## config.mk

```make
export PLATFORM = sky130hd
export DESIGN_NAME = vector_issue_seq
export DESIGN_NICKNAME = d
export VERILOG_FILES = /design/src/rtl/vector_issue_seq.sv
export SDC_FILE = /design/constraint.sdc
export NUM_CORES = 1
export LEC_CHECK = 0
export BUFFER_PORTS_ARGS = -buffer_cell sky130_fd_sc_hd__buf_4
export CELL_PAD_IN_SITES_DETAIL_PLACEMENT = 1
export CELL_PAD_IN_SITES_GLOBAL_PLACEMENT = 2
export CORE_MARGIN = 2
export CORE_UTILIZATION = 30
export DETAILED_ROUTE_END_ITERATION = 12
export MAX_ROUTING_LAYER = met4
export PLACE_DENSITY_LB_ADDON = 0.25
export SETUP_SLACK_MARGIN = 0.4
export SYNTH_ARGS = -nofsm -noshare
export SYNTH_HDL_FRONTEND = slang
export SYNTH_SLANG_ARGS = --single-unit
```

## constraint.sdc

```tcl
create_clock -name clk -period 2.3 [get_ports clk]
set_input_delay 0.115 -clock clk [delete_from_list [all_inputs] [get_ports clk]]
set_output_delay 0.115 -clock clk [all_outputs]
set_load 0.01 [all_outputs]
```

## src/rtl/vector_issue_seq.sv

```systemverilog
// vector_issue_seq
// Per-slice issue sequencer sitting directly upstream of the vector slice.
// It accepts one decoded vector operation at a time and then runs it to
// completion:
//   1. read the source operands through the single-port VRF,
//   2. capture them into the selected unit's input registers,
//   3. pulse unit_start and wait for unit_done,
//   4. write the result back to the VRF (or to the VCR for CMP).
//
// Optional feature: define VECTOR_ISSUE_TIMEOUT_EN to enable a WAIT
// watchdog. After TIMEOUT cycles without unit_done it sets err, skips the
// write-back and returns to IDLE. Without the macro, WAIT waits forever.
//
// Ports
//   clk, reset        clock, asynchronous active-high reset
//   op_valid/op_ready operation handshake; op_ready is high only in IDLE
//   op_unit           0=MADD 1=LS 2=PLS 3=PERMUTE 4=CMP, 5..7 illegal
//   op_nsrc           source operand count 0..2 (3 is treated as 2)
//   op_ra/rb/rt       source A, source B and target registers
//   op_wb             write the result to the VRF (ignored for CMP)
//   unit_start        one-cycle start pulse to the unit
//   unit_done         unit result valid, sampled only in WAIT
//   vrf_en/we/addr    VRF access strobes
//   vrf_src_unit      write-back source select, holds outside WB
//   *_reg_in_en       operand capture enables, [0]=A [1]=B
//   vcr_we            VCR write enable (CMP write-back)
//   busy              sequencer not in IDLE
//   err               sticky error flag (illegal unit or watchdog timeout)
module vector_issue_seq #(
  parameter int VRF_SIZE = 32,
  parameter int UNIT_W   = 3,
  parameter int TIMEOUT  = 255,
  localparam int AW      = $clog2(VRF_SIZE)
) (
  input  logic              clk,
  input  logic              reset,
  input  logic              op_valid,
  output logic              op_ready,
  input  logic [UNIT_W-1:0] op_unit,
  input  logic [1:0]        op_nsrc,
  input  logic [AW-1:0]     op_ra,
  input  logic [AW-1:0]     op_rb,
  input  logic [AW-1:0]     op_rt,
  input  logic              op_wb,
  output logic              unit_start,
  input  logic              unit_done,
  output logic              vrf_en,
  output logic              vrf_we,
  output logic [AW-1:0]     vrf_addr,
  output logic [UNIT_W-1:0] vrf_src_unit,
  output logic [1:0]        valu_reg_in_en,
  output logic              vls_reg_in_en,
  output logic              cmp_reg_in_en,
  output logic              pls_reg_in_en,
  output logic [1:0]        permute_reg_in_en,
  output logic              vcr_we,
  output logic              busy,
  output logic              err
);

  localparam logic [UNIT_W-1:0] UNIT_MADD    = UNIT_W'(0);
  localparam logic [UNIT_W-1:0] UNIT_LS      = UNIT_W'(1);
  localparam logic [UNIT_W-1:0] UNIT_PLS     = UNIT_W'(2);
  localparam logic [UNIT_W-1:0] UNIT_PERMUTE = UNIT_W'(3);
  localparam logic [UNIT_W-1:0] UNIT_CMP     = UNIT_W'(4);

  if (TIMEOUT < 1) begin : g_bad_timeout
    $error("vector_issue_seq: TIMEOUT must be at least 1");
  end

  typedef enum logic [2:0] {
    S_IDLE  = 3'd0,
    S_RD_A  = 3'd1,
    S_RD_B  = 3'd2,
    S_START = 3'd3,
    S_WAIT  = 3'd4,
    S_WB    = 3'd5
  } state_t;

  state_t            state_r, state_next_s;
  logic [UNIT_W-1:0] unit_r, unit_next_s;
  logic [1:0]        nsrc_r, nsrc_next_s;
  logic [AW-1:0]     ra_r, ra_next_s, rb_r, rb_next_s, rt_r, rt_next_s;
  logic              wb_r, wb_next_s;
  logic              err_r, err_next_s;

  // Outputs are registered: each is decoded from the next state and next
  // operation fields, so the registered value lines up with the state it
  // belongs to.
  logic              op_ready_r, busy_r, unit_start_r, vrf_en_r, vrf_we_r, vcr_we_r;
  logic              vls_en_r, cmp_en_r, pls_en_r;
  logic [1:0]        valu_en_r, perm_en_r;
  logic [AW-1:0]     vrf_addr_r;
  logic [UNIT_W-1:0] vrf_src_r;

  logic              op_ready_s, busy_s, unit_start_s, vrf_en_s, vrf_we_s, vcr_we_s;
  logic              vls_en_s, cmp_en_s, pls_en_s, cap0_s, cap1_s;
  logic [1:0]        valu_en_s, perm_en_s;
  logic [AW-1:0]     vrf_addr_s;
  logic [UNIT_W-1:0] vrf_src_s;

`ifdef VECTOR_ISSUE_TIMEOUT_EN
  localparam int CW = ($clog2(TIMEOUT + 1) > 8) ? $clog2(TIMEOUT + 1) : 8;
  logic [CW-1:0] wait_cnt_r;

  // Watchdog counter: restarts from 0 on WAIT entry, counts WAIT cycles.
  always_ff @(posedge clk or posedge reset) begin
    if (reset) begin
      wait_cnt_r <= '0;
    end else if (state_r != S_WAIT) begin
      wait_cnt_r <= '0;
    end else begin
      wait_cnt_r <= wait_cnt_r + CW'(1);
    end
  end
`endif

  // Next-state logic and operation latching.
  always_comb begin
    state_next_s = state_r;
    unit_next_s  = unit_r;
    nsrc_next_s  = nsrc_r;
    ra_next_s    = ra_r;
    rb_next_s    = rb_r;
    rt_next_s    = rt_r;
    wb_next_s    = wb_r;
    err_next_s   = err_r;
    case (state_r)
      S_IDLE: begin
        if (op_valid) begin
          unit_next_s = op_unit;
          nsrc_next_s = (op_nsrc == 2'd3) ? 2'd2 : op_nsrc;
          ra_next_s   = op_ra;
          rb_next_s   = op_rb;
          rt_next_s   = op_rt;
          wb_next_s   = op_wb;
          // Illegal units are swallowed in IDLE so no strobe ever fires.
          if (op_unit > UNIT_CMP) begin
            err_next_s   = 1'b1;
            state_next_s = S_IDLE;
          end else if (op_nsrc == 2'd0) begin
            state_next_s = S_START;
          end else begin
            state_next_s = S_RD_A;
          end
        end else begin
          state_next_s = S_IDLE;
        end
      end
      S_RD_A: begin
        if (nsrc_r == 2'd1) begin
          state_next_s = S_START;
        end else begin
          state_next_s = S_RD_B;
        end
      end
      S_RD_B:  state_next_s = S_START;
      S_START: state_next_s = S_WAIT;
      S_WAIT: begin
        if (unit_done) begin
          state_next_s = S_WB;
`ifdef VECTOR_ISSUE_TIMEOUT_EN
        end else if (wait_cnt_r == CW'(TIMEOUT - 1)) begin
          state_next_s = S_IDLE;
          err_next_s   = 1'b1;
`endif
        end else begin
          state_next_s = S_WAIT;
        end
      end
      S_WB:    state_next_s = S_IDLE;
      default: state_next_s = S_IDLE;
    endcase
  end

  // Output decode for the state being entered.
  always_comb begin
    op_ready_s   = (state_next_s == S_IDLE);
    busy_s       = (state_next_s != S_IDLE);
    unit_start_s = 1'b0;
    vrf_en_s     = 1'b0;
    vrf_we_s     = 1'b0;
    vrf_addr_s   = '0;
    vrf_src_s    = vrf_src_r;
    vcr_we_s     = 1'b0;
    cap0_s       = 1'b0;
    cap1_s       = 1'b0;
    case (state_next_s)
      S_RD_A: begin
        vrf_en_s   = 1'b1;
        vrf_addr_s = ra_next_s;
      end
      S_RD_B: begin
        vrf_en_s   = 1'b1;
        vrf_addr_s = rb_next_s;
        cap0_s     = 1'b1;  // data for A returns now
      end
      S_START: begin
        unit_start_s = 1'b1;
        if (nsrc_next_s == 2'd1) begin
          cap0_s = 1'b1;
        end else if (nsrc_next_s == 2'd2) begin
          cap1_s = 1'b1;
        end else begin
          cap0_s = 1'b0;
        end
      end
      S_WB: begin
        if (unit_next_s == UNIT_CMP) begin
          vcr_we_s = 1'b1;
        end else if (wb_next_s) begin
          vrf_en_s   = 1'b1;
          vrf_we_s   = 1'b1;
          vrf_addr_s = rt_next_s;
          vrf_src_s  = unit_next_s;
        end else begin
          vrf_en_s = 1'b0;
        end
      end
      default: begin
        vrf_en_s = 1'b0;
      end
    endcase
    // Single-input units only have a capture[0]; a B read is dropped.
    valu_en_s = (unit_next_s == UNIT_MADD)    ? {cap1_s, cap0_s} : 2'b00;
    perm_en_s = (unit_next_s == UNIT_PERMUTE) ? {cap1_s, cap0_s} : 2'b00;
    vls_en_s  = (unit_next_s == UNIT_LS)  && cap0_s;
    pls_en_s  = (unit_next_s == UNIT_PLS) && cap0_s;
    cmp_en_s  = (unit_next_s == UNIT_CMP) && cap0_s;
  end

  // State, latched operation and registered outputs.
  always_ff @(posedge clk or posedge reset) begin
    if (reset) begin
      state_r      <= S_IDLE;
      unit_r       <= '0;
      nsrc_r       <= 2'd0;
      ra_r         <= '0;
      rb_r         <= '0;
      rt_r         <= '0;
      wb_r         <= 1'b0;
      err_r        <= 1'b0;
      op_ready_r   <= 1'b1;
      busy_r       <= 1'b0;
      unit_start_r <= 1'b0;
      vrf_en_r     <= 1'b0;
      vrf_we_r     <= 1'b0;
      vrf_addr_r   <= '0;
      vrf_src_r    <= '0;
      vcr_we_r     <= 1'b0;
      valu_en_r    <= 2'b00;
      perm_en_r    <= 2'b00;
      vls_en_r     <= 1'b0;
      pls_en_r     <= 1'b0;
      cmp_en_r     <= 1'b0;
    end else begin
      state_r      <= state_next_s;
      unit_r       <= unit_next_s;
      nsrc_r       <= nsrc_next_s;
      ra_r         <= ra_next_s;
      rb_r         <= rb_next_s;
      rt_r         <= rt_next_s;
      wb_r         <= wb_next_s;
      err_r        <= err_next_s;
      op_ready_r   <= op_ready_s;
      busy_r       <= busy_s;
      unit_start_r <= unit_start_s;
      vrf_en_r     <= vrf_en_s;
      vrf_we_r     <= vrf_we_s;
      vrf_addr_r   <= vrf_addr_s;
      vrf_src_r    <= vrf_src_s;
      vcr_we_r     <= vcr_we_s;
      valu_en_r    <= valu_en_s;
      perm_en_r    <= perm_en_s;
      vls_en_r     <= vls_en_s;
      pls_en_r     <= pls_en_s;
      cmp_en_r     <= cmp_en_s;
    end
  end

  assign op_ready          = op_ready_r;
  assign busy              = busy_r;
  assign err               = err_r;
  assign unit_start        = unit_start_r;
  assign vrf_en            = vrf_en_r;
  assign vrf_we            = vrf_we_r;
  assign vrf_addr          = vrf_addr_r;
  assign vrf_src_unit      = vrf_src_r;
  assign vcr_we            = vcr_we_r;
  assign valu_reg_in_en    = valu_en_r;
  assign permute_reg_in_en = perm_en_r;
  assign vls_reg_in_en     = vls_en_r;
  assign pls_reg_in_en     = pls_en_r;
  assign cmp_reg_in_en     = cmp_en_r;

endmodule
```

### Word-level counts from Yosys, hierarchy flattened

Cells that the tools add are included.

* $lt $le $gt $ge: 1
* eq/ne operators: 16
* multiplexer cells: 36
* bitwise operators: 1
* reductions and logical operators: 11

Operators by type and width (count)
* 5-bit 2-to-1 mux: 8
* 3-bit by 2-bit equality test with 1-bit output (second input constant): 6
* 3-bit one-hot mux with 5 select lines: 1
* 5-bit one-hot mux with 3 select lines: 1
* 1-bit 2-to-1 mux: 14
* 2-bit 2-to-1 mux: 7
* 3-bit by 1-bit equality test with 1-bit output (second input constant): 3
* 3-bit equality test (second input constant): 3
* 3-bit logical NOT: 3
* 3-bit 2-to-1 mux: 3
* 3-bit AND reduction: 2
* 2-bit by 1-bit equality test with 1-bit output (second input constant): 2
* 2-bit equality test (second input constant): 2
* 1-bit one-hot mux with 2 select lines: 2
* 3-bit > comparator (second input constant): 1
* 1-bit logical AND: 3
* 3-bit nonzero test: 1
* 2-bit logical NOT: 1
* 2-bit OR reduction: 1
* 1-bit inverter: 1

* flip-flop bits (word level): 46
* bits of input ports: 25
* output and inout bits: 22
* word-level logic and storage cells: 86

### Depth between registers and ports, before layout

Gate-level depths: netlist of run 1.

* depth after elaboration: 9
* mapped depth: 7
* mapped depth without buffers: 4

### Worst setup path before layout of run 1

OpenSTA, ideal clock, no wires.

* kind: flip-flop to flip-flop
* start point: register state_r[0]
* end point: register vls_en_r (netlist: vls_reg_in_en)
* setup time: 86 ps
* arrival: 1630 ps
* slack: 584 ps
* cell stages (with the launch flop): 7
* clock period less this slack: 1716 ps
* cell sequence: dfrtp_1 -> buf_6 -> nor4b_4 -> buf_6 -> mux2i_1 -> nand2_1 -> nor3_1

* word-level cells in the longest chain between the ends: 6

Ends and longest elaborated chain
* start: declaration: line 80 `state_t state_r, state_next_s;`
* start signal: assignment: line 257 `state_r <= state_next_s;`
* branches (longest 5 deep; another with 3-bit one-hot mux with 5 select lines)
* 1-bit logical AND (*): line 227 `vls_en_s = (unit_next_s == UNIT_LS) && cap0_s;`
* named net vls_en_s: line 97 `logic vls_en_s, cmp_en_s, pls_en_s, cap0_s, cap1_s;`
* end signal: assignment: line 275 `vls_en_r <= vls_en_s;`
* end: declaration: line 91 `logic vls_en_r, cmp_en_r, pls_en_r;`

Mark *: on every way through the listed nets, which the timed path passes.
A chain may end at the register's enable or synchronous reset.

### Final worst setup path of run 1

* start point: register state_r[0]
* end point: register vls_en_r (netlist: vls_reg_in_en)

RTL lines
* 3-bit logical NOT: line 128 `case (state_r)`
* 3-bit 2-to-1 mux: line 128
* named net unit_next_s[1]: line 81 `logic [UNIT_W-1:0] unit_r, unit_next_s;`
* 3-bit by 1-bit equality test with 1-bit output: line 227
* 1-bit logical AND: line 227
* named net vls_en_s: line 97

The timed path passes the listed nets, and every way through them passes these cells.

==> summary.txt, run 1 <==
Global route
  – Global-route wire length before repair: 7.583 mm
  – Via count of the first global-routing pass: 1557
  – Largest net degree at the start of global routing: between 40 and 50
  – Antenna violations before repair: 0
  – Total gr overflow: 0
  – GRT Util Overall: between 10% and 20%

Timing
  – Setup TNS: 0 ns
  – Fmax: 552.2 MHz
  – Unrepaired setup endpoints after global routing: true
  – Pins Over Slew Limit: 0
  – Fin Clk Skew: 0.005860 ns
  – Final worst path period share: 78.73%
  – Final setup viols: 0
  – Max transition margin: between 30% and 40%
  – Hold Slack: 0.03797 ns
  – Worst-Margin Slew: 1.016 ns
  – Final Hold Viols: 0
  – Fin crit period: 1.811 ns

Outcome
  – Status: complete, no violations

Synth
  – Synth Cell Area: just under 2000 µm²
  – Simple-gate portion of the synthesized area: 13.71%
  – Post-synth EDFFs: 0
  – Synth Area in XOR/XNOR: less than 1%
  – Compound-Gate Fraction of Synth Area: 8.865%
  – Post-synthesis cell count: 159
  – Asr flop ratio synth: 100.0%
  – Mux share of post-synthesis cell area: 10.65%
  – Synthesized area per cell: 12.34 µm²
  – YS warnings: 0
  – Top FF cell, synth: dfrtp_1
  – Adder-cell area share of the yosys netlist: 0%
  – Sequential fraction of the synthesis area: 58.74%
  – Synth Register Bits: 46
  – Largest family of logic cells by synthesized area: simple AND/OR/NAND/NOR gates
  – Syn Nets: ~180
  – Count of different cell masters after synthesis: 35

Cells and area
  – Commonest cells after routing, fill and taps aside: buf_4, dfrtp_1, inv_1, mux2i_1, nand2_1
  – Antenna cell count: 0
  – Layout cells sized above 1: 39.07%
  – Area added between synthesis and finish: 29.02%
  – Most common cell after layout, fill and taps aside: buf_4
  – Final #Nets: between 200 and 250
  – Final Non-Filler Cells: 292

Clocking
  – H-tree depth: 2
  – Root buffer cell: clkbuf_8
  – Num CTS Buffers: 5
  – Hold buffers post-CTS: 0
  – Clock Sinks: 46
  – Worst-path clk slew: 0.08 ns
  – Clock Latency Late Sink: 0.29 ns
  – Clock Path Buffers: 2
  – CTS tree: yes

Route
  – DRC violations left: 0
  – Vias: 1372
  – DR vias/cell: 4.699
  – Routed WL: 4.632 mm
  – DR pass1 iterations: 2
  – Routed WL per cell: 15.86 µm
  – Detail Route Antenna Nets: 0
  – DR iter-0 viols: 37

Flow run
  – Max-cap violations: 0

Place
  – Post-Place Cells: 281
  – IO Port Bufs: 46
  – Placer Congestion: 0.7251
  – Detailed-placement wirelength estimate: 3.380 mm

Setup path
  – WP data arrival: 2.03 ns
  – Worst-path maximum fanout: 11
  – Critical Path Source Type: flop
  – Worst endpoint required time: 2.52 ns
  – CP endpoint kind: flop
  – Setup CP Type: flop to flop

Worst hold path
  – Worst Hold Class: primary input to async pin

Power and ir drop
  – Sequential power share: around two fifths
  – Power per cell area: roughly 1300 nW/µm²
  – Net Sw Power: between 1 and 1.5 mW
  – Leak Pwr: 1.202 nW
  – Logic pwr share: 42.9%
  – Sw Ratio: 36.56%
  – Worst VDD drop: roughly 360 µV
  – Clock power frac: ~16%
  – Int Pwr: about 2.0 mW

Floorplan
  – # rows: 29
  – CORE AREA: 6350 µm²
  – Die area: 7202 µm²
  – Die width: 84.87 µm
  – Initial Util: 30.90%
  – # IOs: 47
  – Chip Height: 84.87 µm
[path summary, 6_finish.rpt]
check                            from            end  slack [ns]  cells past startpoint
max reg2reg                state_r[0]  vls_reg_in_en        0.49                      5
max                        state_r[0]  vls_reg_in_en        0.49                      5
max in group asynchronous       reset     state_r[1]        1.61                      2
min reg2reg                       err            err        0.48                      1
min in group clk           op_nsrc[0]     state_r[1]        0.05                      2
min                             reset     state_r[2]        0.04                      2
[worst max-delay path, cell delays in order (launching register included)]
cell and delay (ns):
dfrtp_2 0.48, nor4b_4 0.35, buf_4 0.28, mux2i_1 0.32, inv_1 0.12, nor3_2 0.18
[sequential cells by signal, indices dropped and copies added (netlist names), 2 cells and up]
name               cells
nsrc_r                 2
permute_reg_in_en      2
ra_r                   5
rb_r                   5
rt_r                   5
state_r                3
unit_r                 3
valu_reg_in_en         2
vrf_addr               5
vrf_src_unit           3
[stage by stage]
step                cell area (µm²)  util, %  worst slack, ns  total power, mW
floorplan                      1962        -           0.5843            2.215
detailed placement             2380    37.48           0.1193            2.654
global placement               2380    37.48           0.2405            2.574
finish                         2531    39.86           0.4892            3.210
global route                   2531    39.86           0.3705            3.469
CTS                            2497    39.33           0.4187            3.209
[layer usage]
layer | track usage (%) | wire, µm | share of wire, % | up-vias
met4 | 3.030 | 23 | 0.50 | 0
met3 | 3.891 | 169 | 3.6 | 2
met1 | 16.61 | 2011 | 43 | 692
met5 | - | 0 | 0 | -
met2 | 23.69 | 2427 | 52 | 30
li1 | - | - | - | 648
[timing repair]
| action | CTS | global route |
|---|---|---|
| pin swaps | 1 | 1 |
| gates cloned | 0 | 0 |
| buffers inserted | 2 | 1 |
| gates resized for setup | 2 | 6 |
| setup endpoints to repair | 26 | 9 |
| hold endpoints to repair | 0 | 0 |
[layout make-up]
type | count | area, µm²
tap | 77 | 96.34
inverter | 19 | 71.32
multi-input combinational | 87 | 700.7
fill | 686 | 3819
timing repair buffer | 55 | 416.7
sequential | 46 | 1155
clock buffer | 7 | 86.33
clock inverter | 1 | 5.005
[cells by family (layout without fill, tap and decap cells)]
| logic type | count (synthesis) | after routing |
|---|---|---|
| flops | 46 | 46 |
| simple gates | 43 | 43 |
| compound gates | 22 | 22 |
| xor+xnor | 2 | 2 |
| buf+inv | 26 | 82 |
| mux | 20 | 20 |
[cell usage after synthesis, types with 2 or more instances]
cell       number  share of area (%)
o21ai_1         2               0.51
nand3b_1        2               0.77
mux2i_1        13                6.6
o221ai_1        4                1.8
dfrtp_1        45                 57
o21ai_0         6                1.5
buf_6           3                1.7
and2_1          2               0.64
nor2_1          6                1.1
mux2_2          7                4.0
nand4bb_1       2                1.1
a21oi_1         3               0.77
nor3b_1         3                1.1
nor3_1          4                1.0
inv_1          19                3.6
nand2b_1        8                2.6
nand2_1        10                1.9
buf_2           3               0.77
[power by group through the flow]
stage          clock, mW  sequential [mW]  combinational (mW)
2_1_floorplan          0             1.31               0.907
3_3_place_gp           0             1.32                1.25
5_1_grt            0.570             1.38                1.52
3_5_place_dp           0             1.35                1.30
4_1_cts            0.523             1.33                1.35
6_report           0.497             1.34                1.38
No activity file was read; power rests on OpenSTA's default activity.
==> run 2: changes to the inputs <==
--- a/config.mk
+++ b/config.mk
@@ -5,11 +5,12 @@
 export SDC_FILE = /design/constraint.sdc
 export NUM_CORES = 1
 export LEC_CHECK = 0
+export ABC_AREA = 1
 export BUFFER_PORTS_ARGS = -buffer_cell sky130_fd_sc_hd__buf_4
 export CELL_PAD_IN_SITES_DETAIL_PLACEMENT = 1
 export CELL_PAD_IN_SITES_GLOBAL_PLACEMENT = 2
 export CORE_MARGIN = 2
-export CORE_UTILIZATION = 30
+export CORE_UTILIZATION = 28
 export DETAILED_ROUTE_END_ITERATION = 12
 export MAX_ROUTING_LAYER = met4
 export PLACE_DENSITY_LB_ADDON = 0.25
==> constraint.sdc (replaced) <==
create_clock -name clk -period 1.5 [get_ports clk]
set_input_delay 0.075 -clock clk [delete_from_list [all_inputs] [get_ports clk]]
set_output_delay 0.075 -clock clk [all_outputs]
set_load 0.01 [all_outputs]
==> run 2 against run 1 <==
- the flow now finishes with violations (hold timing)
- worst hold slack got worse by 0.040 ns
- synthesized cell count rose by 40%
- critical path depth up 4
- worst setup slack worse by 0.48 ns
- clock power grew 94%
==> summary.txt, run 2 <==
Timing
  – Pins Over Slew Limit: 0 (unchanged)
  – Fmax: 670.0 MHz (+21%)
  – Worst-Margin Slew: 0.2549 ns (-0.7608 ns)
  – Unrepaired setup endpoints after global routing: true
  – Final worst path period share: 99.50% (+21 points)
  – Final setup viols: 0 (unchanged)
  – Fin crit period: 1.492 ns (-0.3184 ns)
  – Hold Slack: -0.002074 ns (-0.04004 ns)
  – Final Hold Viols: 1 (+1)
  – Post-route setup slack: 0.007523 ns (-0.4816 ns)
  – Fin Clk Skew: 0.005453 ns (-0.0004065 ns)
  – Max transition margin: 83.00% (+51 points)

Clocking
  – Num CTS Buffers: 5 (unchanged)
  – H-tree depth: 2 (unchanged)
  – Clock Latency Late Sink: 0.30 ns (about the same)
  – Clock Sinks: 46 (unchanged)
  – CTS tree: yes
  – Worst-path clk slew: 0.09 ns (about the same)
  – Clock Path Buffers: 2 (unchanged)
  – Root buffer cell: clkbuf_8

Place
  – Placed inst area: 2640 µm² (+11%)
  – Detailed-placement wirelength estimate: 3.587 mm (+6.1%)
  – Placer Congestion: 0.7277 (+0.36%)
  – Pre-CTS WS: -0.04911 ns (-0.1684 ns)
  – IO Port Bufs: 46 (unchanged)

Cells and area
  – Antenna cell count: 0 (unchanged)
  – Fill cell count: 789 (+15%)
  – Layout cells sized above 1: 51.16% (+12 points)
  – Area of the multi-input gates: 915.9 µm² (+31%)
  – Final instance area: 3107 µm² (+23%)
  – Commonest cells after routing, fill and taps aside: buf_4, dfrtp_1, nand2_1, nand2_2, inv_1
  – Area added between synthesis and finish: 54.03%
  – Most common cell after layout, fill and taps aside: buf_4
  – Register area: 1154 µm² (-0.11%)
  – Final #Nets: 327 (+37%)

Synth
  – Most frequent cell after synthesis: nand2_1
  – Synthesized area per cell: 9.045 µm² (-27%)
  – Synth top area cells: dfrtp_1, nand2_1, inv_1, nand3_1, nor2_1
  – Area leader, netlist: dfrtp_1
  – Syn Nets: 248 (+35%)
  – Post-synthesis cell count: 223 (+40%)
  – Count of different cell masters after synthesis: 23 (-34%)
  – YS warnings: 0 (unchanged)
  – Yosys top cell area share: 55.83% (-1.6 points)
  – Post-synth EDFFs: 0 (unchanged)
  – Top FF cell, synth: dfrtp_1
  – Post-synth top cells: nand2_1, dfrtp_1, inv_1
  – Asr flop ratio synth: 100.0% (unchanged)
  – Synth Register Bits: 46 (unchanged)
  – Synth Cell Area: 2017 µm² (+2.8%)
  – Sequential fraction of the synthesis area: 57.13% (-1.6 points)

Global route
  – Antenna violations before repair: 0 (unchanged)
  – Global-route wire length before repair: 8.369 mm (+10%)
  – Largest net degree at the start of global routing: 47 (unchanged)
  – Total gr overflow: 0 (unchanged)
  – GRT Util Overall: 14.60% (+0.66 points)
  – Via count of the first global-routing pass: 1677 (+7.7%)

Outcome
  – Status: finished with violations
  – Failing checks: hold timing

Route
  – Vias: 1722 (+26%)
  – DR iter-0 viols: 44 (+19%)
  – Routed WL per cell: 12.90 µm (-19%)
  – Detail Route Antenna Nets: 0 (unchanged)
  – DRC violations left: 0 (unchanged)
  – DR vias/cell: 4.316 (-8.1%)
  – DR pass1 iterations: 4 (+2)
  – Routed WL: 5.149 mm (+11%)

Floorplan
  – Chip Height: 88.87 µm (+4.7%)
  – # IOs: 47 (unchanged)
  – Die width: 88.87 µm (+4.7%)
  – CORE AREA: 6869 µm² (+8.2%)
  – Initial Util: 29.36% (-1.5 points)
  – # rows: 30 (+3.4%)
  – Die area: 7898 µm² (+9.7%)

Worst hold path
  – Hold Path Cell Cnt: 3
  – Worst Hold Class: primary input to flop

Flow run
  – Max-cap violations: 0 (unchanged)

Power and ir drop
  – Power per cell area: 2114 nW/µm² (+67%)
  – Worst VDD drop: 748.2 µV (+110%)
  – Leak Pwr: 1.543 nW (+28%)
  – Tot Pwr: 6.569 mW (+100%)

Setup path
  – Worst endpoint required time: 1.69 ns (-0.83 ns)
  – CP endpoint kind: flop
  – Setup CP Type: flop to flop
  – WP data arrival: 1.69 ns (-0.34 ns)
  – Worst-path maximum fanout: 7 (-4)
  – Critical Path Source Type: flop
  – Number of cells on the worst reg-to-reg path: 9 (+4)
==> run 2: changes by cell type after synthesis, sizes merged, moves of 3 or more <==
cell	delta
o21ai	+4
nand2b	-8
mux2	-7
nor3b	-3
o221ai	-5
nor2	+16
a21oi	-4
nand4	+9
mux2i	-13
nand2	+57
nor3	-5
nand3	+25
inv	+15
==> run 2: what timing repair did <==
action / 4_1_cts / 5_1_grt
setup endpoints to repair: 45 / 46
gates cloned: 1 / 0
buffers inserted: 6 / 1
pin swaps: 14 / 13
hold buffers: 6 / 1
resized for setup: 44 / 22
hold endpoints to repair: 50 / 1
==> run 2: per-layer routing <==
metal  track usage (%)  vias up  share of wire, %
li1                  -      858                 -
met5                 -        -                 0
met4             4.132        0               1.2
met2             23.54       31                50
met3             2.519        5               3.1
met1             18.87      828                45
==> run 2: logic make-up (layout without fill, tap and decap cells) <==
kind of cell / after synthesis / count (layout) / synth area share (%)
AND/OR/NAND/NOR: 124 / 125 / 29.16
flip-flops: 46 / 46 / 57.13
buffers and inverters: 40 / 119 / 9.243
AO/OA/AOI/OAI: 13 / 13 / 4.467
==> run 2: power by group <==
part	total, mW	internal (mW)	switching (mW)	leakage, nW
logic	3.63	1.54	2.09	0.917
registers	1.97	1.75	0.229	0.568
clock network	0.964	0.544	0.421	0.0585
==> run 2: worst paths after layout <==
kind	startpoint	end	slack (ns)
max	state_r[1]	vrf_src_unit[0]	0.008
min	op_rt[2]	rt_r[2]	-0.002
max reg2reg	state_r[1]	vrf_src_unit[0]	0.008
min reg2reg	vrf_src_unit[0]	vrf_src_unit[0]	0.48
max in group asynchronous	reset	op_ready	0.84
min in group asynchronous	reset	rt_r[1]	0.39
==> run 2: final cells by class <==
cell class / instances / share of cell area (%)
clock buffer: 7 / 2.779
clock inverter: 1 / 0.9666
inverter: 35 / 4.873
multi-input combinational: 138 / 29.48
sequential: 46 / 37.13
tap: 96 / 3.866
timing repair buffer: 76 / 20.90
==> run 2: worst max-delay path, stage by stage (launching register included) <==
cell	delay, ns
dfrtp_1	0.43
nor2_4	0.20
nand2_8	0.09
buf_8	0.15
nand2_4	0.06
o21ai_4	0.08
nand3_4	0.13
nand3_4	0.12
nand2_1	0.08
nand2_1	0.04
==> run 2: per-stage QoR <==
step	std cells	utilization, %	hold WS, ns	TNS [ns]
after floorplan	223	-	0.09157	0
after global placement	376	38.43	0.1602	-0.08089
after detailed placement	376	38.43	0.1621	-0.2159
after CTS	397	43.97	0.001766	0
after global routing	399	45.23	0.005508	-1.008
final	399	45.23	-0.002074	0
